File: src/rtl/frame_pkg.sv
// Shared stack-frame definitions for the push-side writer and pop-side accumulator.
// Word order on the stack: low PC half, high PC half, then flags for INT frames.
package frame_pkg;

  typedef enum logic [1:0] {
    IDLE    = 2'd0,
    PUSH_LO = 2'd1,
    PUSH_HI = 2'd2,
    PUSH_FL = 2'd3
  } frame_state_t;

  localparam int FRAME_ADDR_W = 32;
  localparam int FRAME_DATA_W = 16;
  localparam int FRAME_FLAG_W = 3;

  localparam logic KIND_CALL = 1'b0;
  localparam logic KIND_INT  = 1'b1;

  localparam int CALL_WORDS = 2;
  localparam int INT_WORDS  = 3;

  function automatic int frame_words(input logic kind);
    return (kind == KIND_INT) ? INT_WORDS : CALL_WORDS;
  endfunction

endpackage

File: src/rtl/frame_pusher.sv
// Serialises a CALL/INT return frame into 16-bit downward-growing stack writes.
// Optional stack guard: define FRAME_PUSHER_STACK_GUARD_EN to add STACK_LIMIT and stack_ovf.
//
// state   | meaning
// IDLE    | waiting for start; capture frame and stack pointer on accept
// PUSH_LO | write ret_pc low half at ptr
// PUSH_HI | write ret_pc high half at ptr; CALL frames finish here
// PUSH_FL | write zero-extended flags at ptr (INT only)
module frame_pusher
  import frame_pkg::*;
#(
  parameter int ADDR_W = FRAME_ADDR_W,
  parameter int DATA_W = FRAME_DATA_W,
  parameter int FLAG_W = FRAME_FLAG_W
`ifdef FRAME_PUSHER_STACK_GUARD_EN
  ,
  parameter logic [ADDR_W-1:0] STACK_LIMIT = '0
`endif
) (
  input  logic              clk,
  input  logic              rst_n,
  input  logic              start,
  input  logic              kind,
  input  logic [ADDR_W-1:0] ret_pc,
  input  logic [FLAG_W-1:0] flags,
  input  logic              hold,
  input  logic [ADDR_W-1:0] sp_in,
  output logic              stall,
  output logic              mem_we,
  output logic [ADDR_W-1:0] mem_addr,
  output logic [DATA_W-1:0] mem_wdata,
  output logic              sp_we,
  output logic [ADDR_W-1:0] sp_next,
  output logic              done
`ifdef FRAME_PUSHER_STACK_GUARD_EN
  ,
  output logic              stack_ovf
`endif
);

  frame_state_t      state, state_nxt;
  logic [ADDR_W-1:0] ptr;
  logic [ADDR_W-1:0] ptr_dec;
  logic [ADDR_W-1:0] pc_q;
  logic [FLAG_W-1:0] flags_q;
  logic              kind_q;
  logic              idle_start;
  logic              reject;
  logic              accept;
  logic              write;
  logic              last_write;
  logic [DATA_W-1:0] word;

  assign idle_start = start && (state == IDLE);
  assign accept     = idle_start && !reject;
  assign ptr_dec    = ptr - {{(ADDR_W-1){1'b0}}, 1'b1};

`ifdef FRAME_PUSHER_STACK_GUARD_EN
  // Lowest address the frame would touch, with a borrow bit to catch wrap below zero.
  logic [ADDR_W:0]   sp_floor;
  logic [ADDR_W-1:0] span;
  logic              ovf_q;

  assign span     = ADDR_W'(frame_words(kind) - 1);
  assign sp_floor = {1'b0, sp_in} - {1'b0, span};
  assign reject   = sp_floor[ADDR_W] || (sp_floor[ADDR_W-1:0] < STACK_LIMIT);

  always_ff @(posedge clk or negedge rst_n) begin
    if (!rst_n) begin
      ovf_q <= 1'b0;
    end else begin
      ovf_q <= idle_start && reject;
    end
  end

  assign stack_ovf = ovf_q;
`else
  assign reject = 1'b0;
`endif

  always_ff @(posedge clk or negedge rst_n) begin
    if (!rst_n) begin
      state   <= IDLE;
      ptr     <= '0;
      pc_q    <= '0;
      flags_q <= '0;
      kind_q  <= KIND_CALL;
      done    <= 1'b0;
    end else begin
      state <= state_nxt;
      done  <= last_write;
      if (accept) begin
        ptr     <= sp_in;
        pc_q    <= ret_pc;
        flags_q <= flags;
        kind_q  <= kind;
      end else if (write) begin
        ptr <= ptr_dec;
      end
    end
  end

  always_comb begin
    state_nxt  = state;
    write      = 1'b0;
    last_write = 1'b0;
    word       = '0;
    case (state)
      IDLE: begin
        if (accept) state_nxt = PUSH_LO;
      end
      PUSH_LO: begin
        word = pc_q[DATA_W-1:0];
        if (!hold) begin
          write     = 1'b1;
          state_nxt = PUSH_HI;
        end
      end
      PUSH_HI: begin
        word = pc_q[2*DATA_W-1:DATA_W];
        if (!hold) begin
          write = 1'b1;
          if (kind_q == KIND_INT) begin
            state_nxt = PUSH_FL;
          end else begin
            state_nxt  = IDLE;
            last_write = 1'b1;
          end
        end
      end
      PUSH_FL: begin
        word = {{(DATA_W-FLAG_W){1'b0}}, flags_q};
        if (!hold) begin
          write      = 1'b1;
          last_write = 1'b1;
          state_nxt  = IDLE;
        end
      end
      default: state_nxt = IDLE;
    endcase
  end

  // Stall is combinational so the pipeline freezes in the accepting cycle itself.
  assign stall     = idle_start || (state != IDLE);
  assign mem_we    = write;
  assign mem_addr  = write ? ptr : '0;
  assign mem_wdata = write ? word : '0;
  assign sp_we     = write;
  assign sp_next   = write ? ptr_dec : '0;

endmodule

File: config.mk
export PLATFORM = sky130hd
export DESIGN_NAME = frame_pusher
export DESIGN_NICKNAME = d
export VERILOG_FILES = /design/src/rtl/frame_pkg.sv /design/src/rtl/frame_pusher.sv
export SDC_FILE = /design/constraint.sdc
export NUM_CORES = 1
export LEC_CHECK = 0
export CAP_MARGIN = 20
export CORE_UTILIZATION = 48
export CTS_CLUSTER_DIAMETER = 200
export DETAILED_ROUTE_END_ITERATION = 6
export PLACE_DENSITY = 0.89
export SYNTH_ARGS = -nofsm -noshare
export SYNTH_HDL_FRONTEND = slang
export SYNTH_SLANG_ARGS = --single-unit
File: constraint.sdc
create_clock -name clk -period 3.7 [get_ports clk]
set_input_delay 0.37 -clock clk [delete_from_list [all_inputs] [get_ports clk]]
set_output_delay 0.37 -clock clk [all_outputs]
set_load 0.05 [all_outputs]
==> qor.txt <==
Synth Area in Simple Gates = 20.9%
Yosys top cell by area = dfrtp_1
global route hottest layer = met2
GRT overflow = 0
ratio of cells with drive above 1 in the final layout = 23.3%
Routed WL = 11.9 mm
fill count = 569
I/O pin count = 156
Period Utilization, post-route = 95.8%
antenna diode count = 0
IO buf count = 155
setup bufs post-CTS = 0
Max Slew Vio Count = 0
Clock Latency Late Sink = 0.34 ns
final setup vio count = 0
initial antenna violation count = 0
Avg WL per Cell = 17.9 µm
Critical Path Max Stage Delay = 0.54 ns
synthesized area per cell = 9.90 µm²
status = complete, no violations
GR Util met2 = 47.7%
met1 Use GR = 32.6%
global-route wire length before repair = 19.2 mm
CTS tree = done
count of different cell masters after synthesis = 44
area delta synth->final = 50.9%
Pwr Density = 894 nW/µm²
Worst-path clk slew = 0.08 ns
post-synthesis adder-cell area fraction = 0.303%
RSZ-0062 raised after global routing = no
FFs w/ async S/R, synth = 100%
Die W = 94.7 µm
area of the core = 8260 µm²
Vias/cell = 5.81
Die Y-Extent = 94.7 µm
CTS Sinks = 71
H-tree depth = 3
worst path cell trace = inv_1 > ha_1 > or3b_1 > or2_2 > nor4_1 > xnor2_1 > nor2_1 > dlygate4sd2_1
Worst Path Required = 3.33 ns
CP max stage cell = dlygate4sd2_1
Hold Path Class = in -> async
root buf cell = clkbuf_8
Worst Skew = 0.0119 ns
Crit Path Category = reg -> out
Fin. Hold Viols = 0
most frequent cell after synthesis = dfrtp_1
Worst Path Arrival = 3.17 ns
Synth Instances = 417
crit start category = register
hold_buf cts = 0
GPL Wtd Cong = 0.856
Layout Cell Area excl Fill = 6230 µm²
Yosys reg bits = 71
EDFF count, synth = 0
syn_nets = 490
Final nets = 630
ys flop type = dfrtp_1
GR Layer Usage met3 = 8.53%
cell area after synthesis = 4130 µm²
Compound-Gate Fraction of Synth Area = 13.9%
slew margin rel. = 38.4%
min cycle time layout = 3.54 ns
Starting Density = 50.0%
largest net degree at the start of global routing = 47
placed inst area = 6000 µm²
GRT Resource Usage Total = 27.8%
yosys warns = 0
via count = 3874
Static Leak = 2.58 nW
post-synthesis mux area share = 13.1%
die area = 8980 µm²
first drt pass iteration count = 4
Worst VDD drop = 0.000544 V
top cells by count, synth = 71 x dfrtp_1, 64 x nor2_1, 44 x mux2_2
Critical Path End Type = primary output
vias in the first global route = 3877
starting DRC count in detailed routing = 219
Rows = 33
Synth top area share = 43.0%
hpwl dp = 8.71 mm
xor and xnor area share after synthesis = 3.82%
DRC viols = 0
Num CTS Buffers = 9
Final ANT Viol Nets = 0
Crit Path Max Fanout = 10
Worst Tran Pin Value = 0.925 ns
largest family of logic cells by synthesized area = simple AND/OR/NAND/NOR gates
sequential-to-total area share from yosys stat = 43.0%
maximum clock frequency = 0.282 GHz
Clock Tree Buf Depth = 2
max cap viols = 0
Area contributors post-synth = dfrtp_1 43%, mux2_2 12%, nor2_1 5.8%
setup TNS = 0 ns
flip-flops by register name, indices dropped and copies added, names as in the netlist:
| name | count |
|---|---|
| flags_q | 3 |
| done | 1 |
| ptr | 32 |
| pc_q | 32 |
| state | 2 |
| kind_q | 1 |
placed cells by master (no fill, tap or decap), drive strengths merged:
master | netlist | layout
and2 | 30 | 30
o21ai | 20 | 20
or2 | 4 | 4
or3b | 1 | 1
a21o | 3 | 3
ha | 1 | 1
nor2 | 64 | 64
xnor2 | 12 | 12
clkdlybuf4s50 | 0 | 107
nor3 | 15 | 15
nor4 | 12 | 12
a22oi | 21 | 21
bufinv | 0 | 2
nor3b | 3 | 3
a32oi | 1 | 1
mux2 | 45 | 45
nand3b | 2 | 2
a211oi | 1 | 1
dlymetal6s2s | 0 | 3
or3 | 8 | 8
inv | 7 | 7
nand3 | 4 | 4
mux2i | 3 | 3
xor2 | 6 | 6
a221o | 20 | 20
dlygate4sd2 | 0 | 2
clkbuf | 23 | 13
o311ai | 1 | 1
clkinv | 0 | 1
dfrtp | 71 | 71
nand2b | 2 | 2
a21oi | 12 | 12
buf | 12 | 52
or4 | 5 | 5
a221oi | 1 | 1
nand2 | 7 | 7
power breakdown:
| group | switching [mW] | internal, mW |
|---|---|---|
| Combinational | 1.97 | 1.38 |
| Sequential | 0.362 | 1.15 |
| Clock | 0.289 | 0.417 |
routing by layer:
layer / vias up / routed length (µm)
li1: 1772 / -
met5: - / 0
met4: 0 / 192
met2: 187 / 5940
met3: 17 / 1130
met1: 1898 / 4680
through the flow:
step | setup slack, ns | utilization (%) | hold slack (ns) | instances | power (mW)
floorplan | 0.688 | - | 0.0744 | 417 | 3.71
global placement | 0.426 | 72.6 | 0.490 | 651 | 4.75
detailed placement | 0.244 | 72.6 | 0.497 | 651 | 4.86
CTS | 0.0274 | 75.3 | 0.166 | 667 | 5.58
global route | 0.0258 | 75.5 | 0.206 | 667 | 5.88
finish | 0.156 | 75.5 | 0.156 | 667 | 5.57
path summary, 6_finish.rpt:
kind	startpoint	endpoint	slack [ns]	cells after the start
max	ptr[0]	sp_next[26]	0.16	8
min in group clk	pc_q[12]	pc_q[12]	0.51	1
max reg2reg	state[0]	ptr[9]	0.78	6
min	rst_n	ptr[13]	0.16	1
min reg2reg	pc_q[12]	pc_q[12]	0.51	1
max in group asynchronous	rst_n	pc_q[6]	2.55	2
final cells by class:
cell class | count | area, µm² | area share (%)
Timing Repair Buffer | 164 | 1900 | 30.5
Sequential cell | 71 | 1780 | 28.5
Clock inverter | 3 | 65.1 | 1.04
Clock buffer | 13 | 159 | 2.55
Multi-Input combinational cell | 304 | 2170 | 34.9
Inverter | 7 | 26.3 | 0.422
Tap cell | 105 | 131 | 2.11
worst max-delay path: cells and delay by family, from the launching register on:
kind | cells | cell delay (ns)
simple gates | 4 | 1.37
fa+ha+maj | 1 | 0.24
buf+inv | 2 | 0.65
xor+xnor | 1 | 0.16
flops | 1 | 0.42
cell families after synthesis:
family | after synthesis
buf+inv | 42
fa+ha+maj | 1
simple gates | 157
xor+xnor | 18
mux | 48
flops | 71
compound gates | 80
repair_timing:
item / 4_1_cts / 5_1_grt
gates resized for setup: 2 / 4
pin swaps: 0 / 0
gates cloned: 0 / 0
endpoints found under the setup margin: 2 / 4
Power figures use the tool's default switching activity.
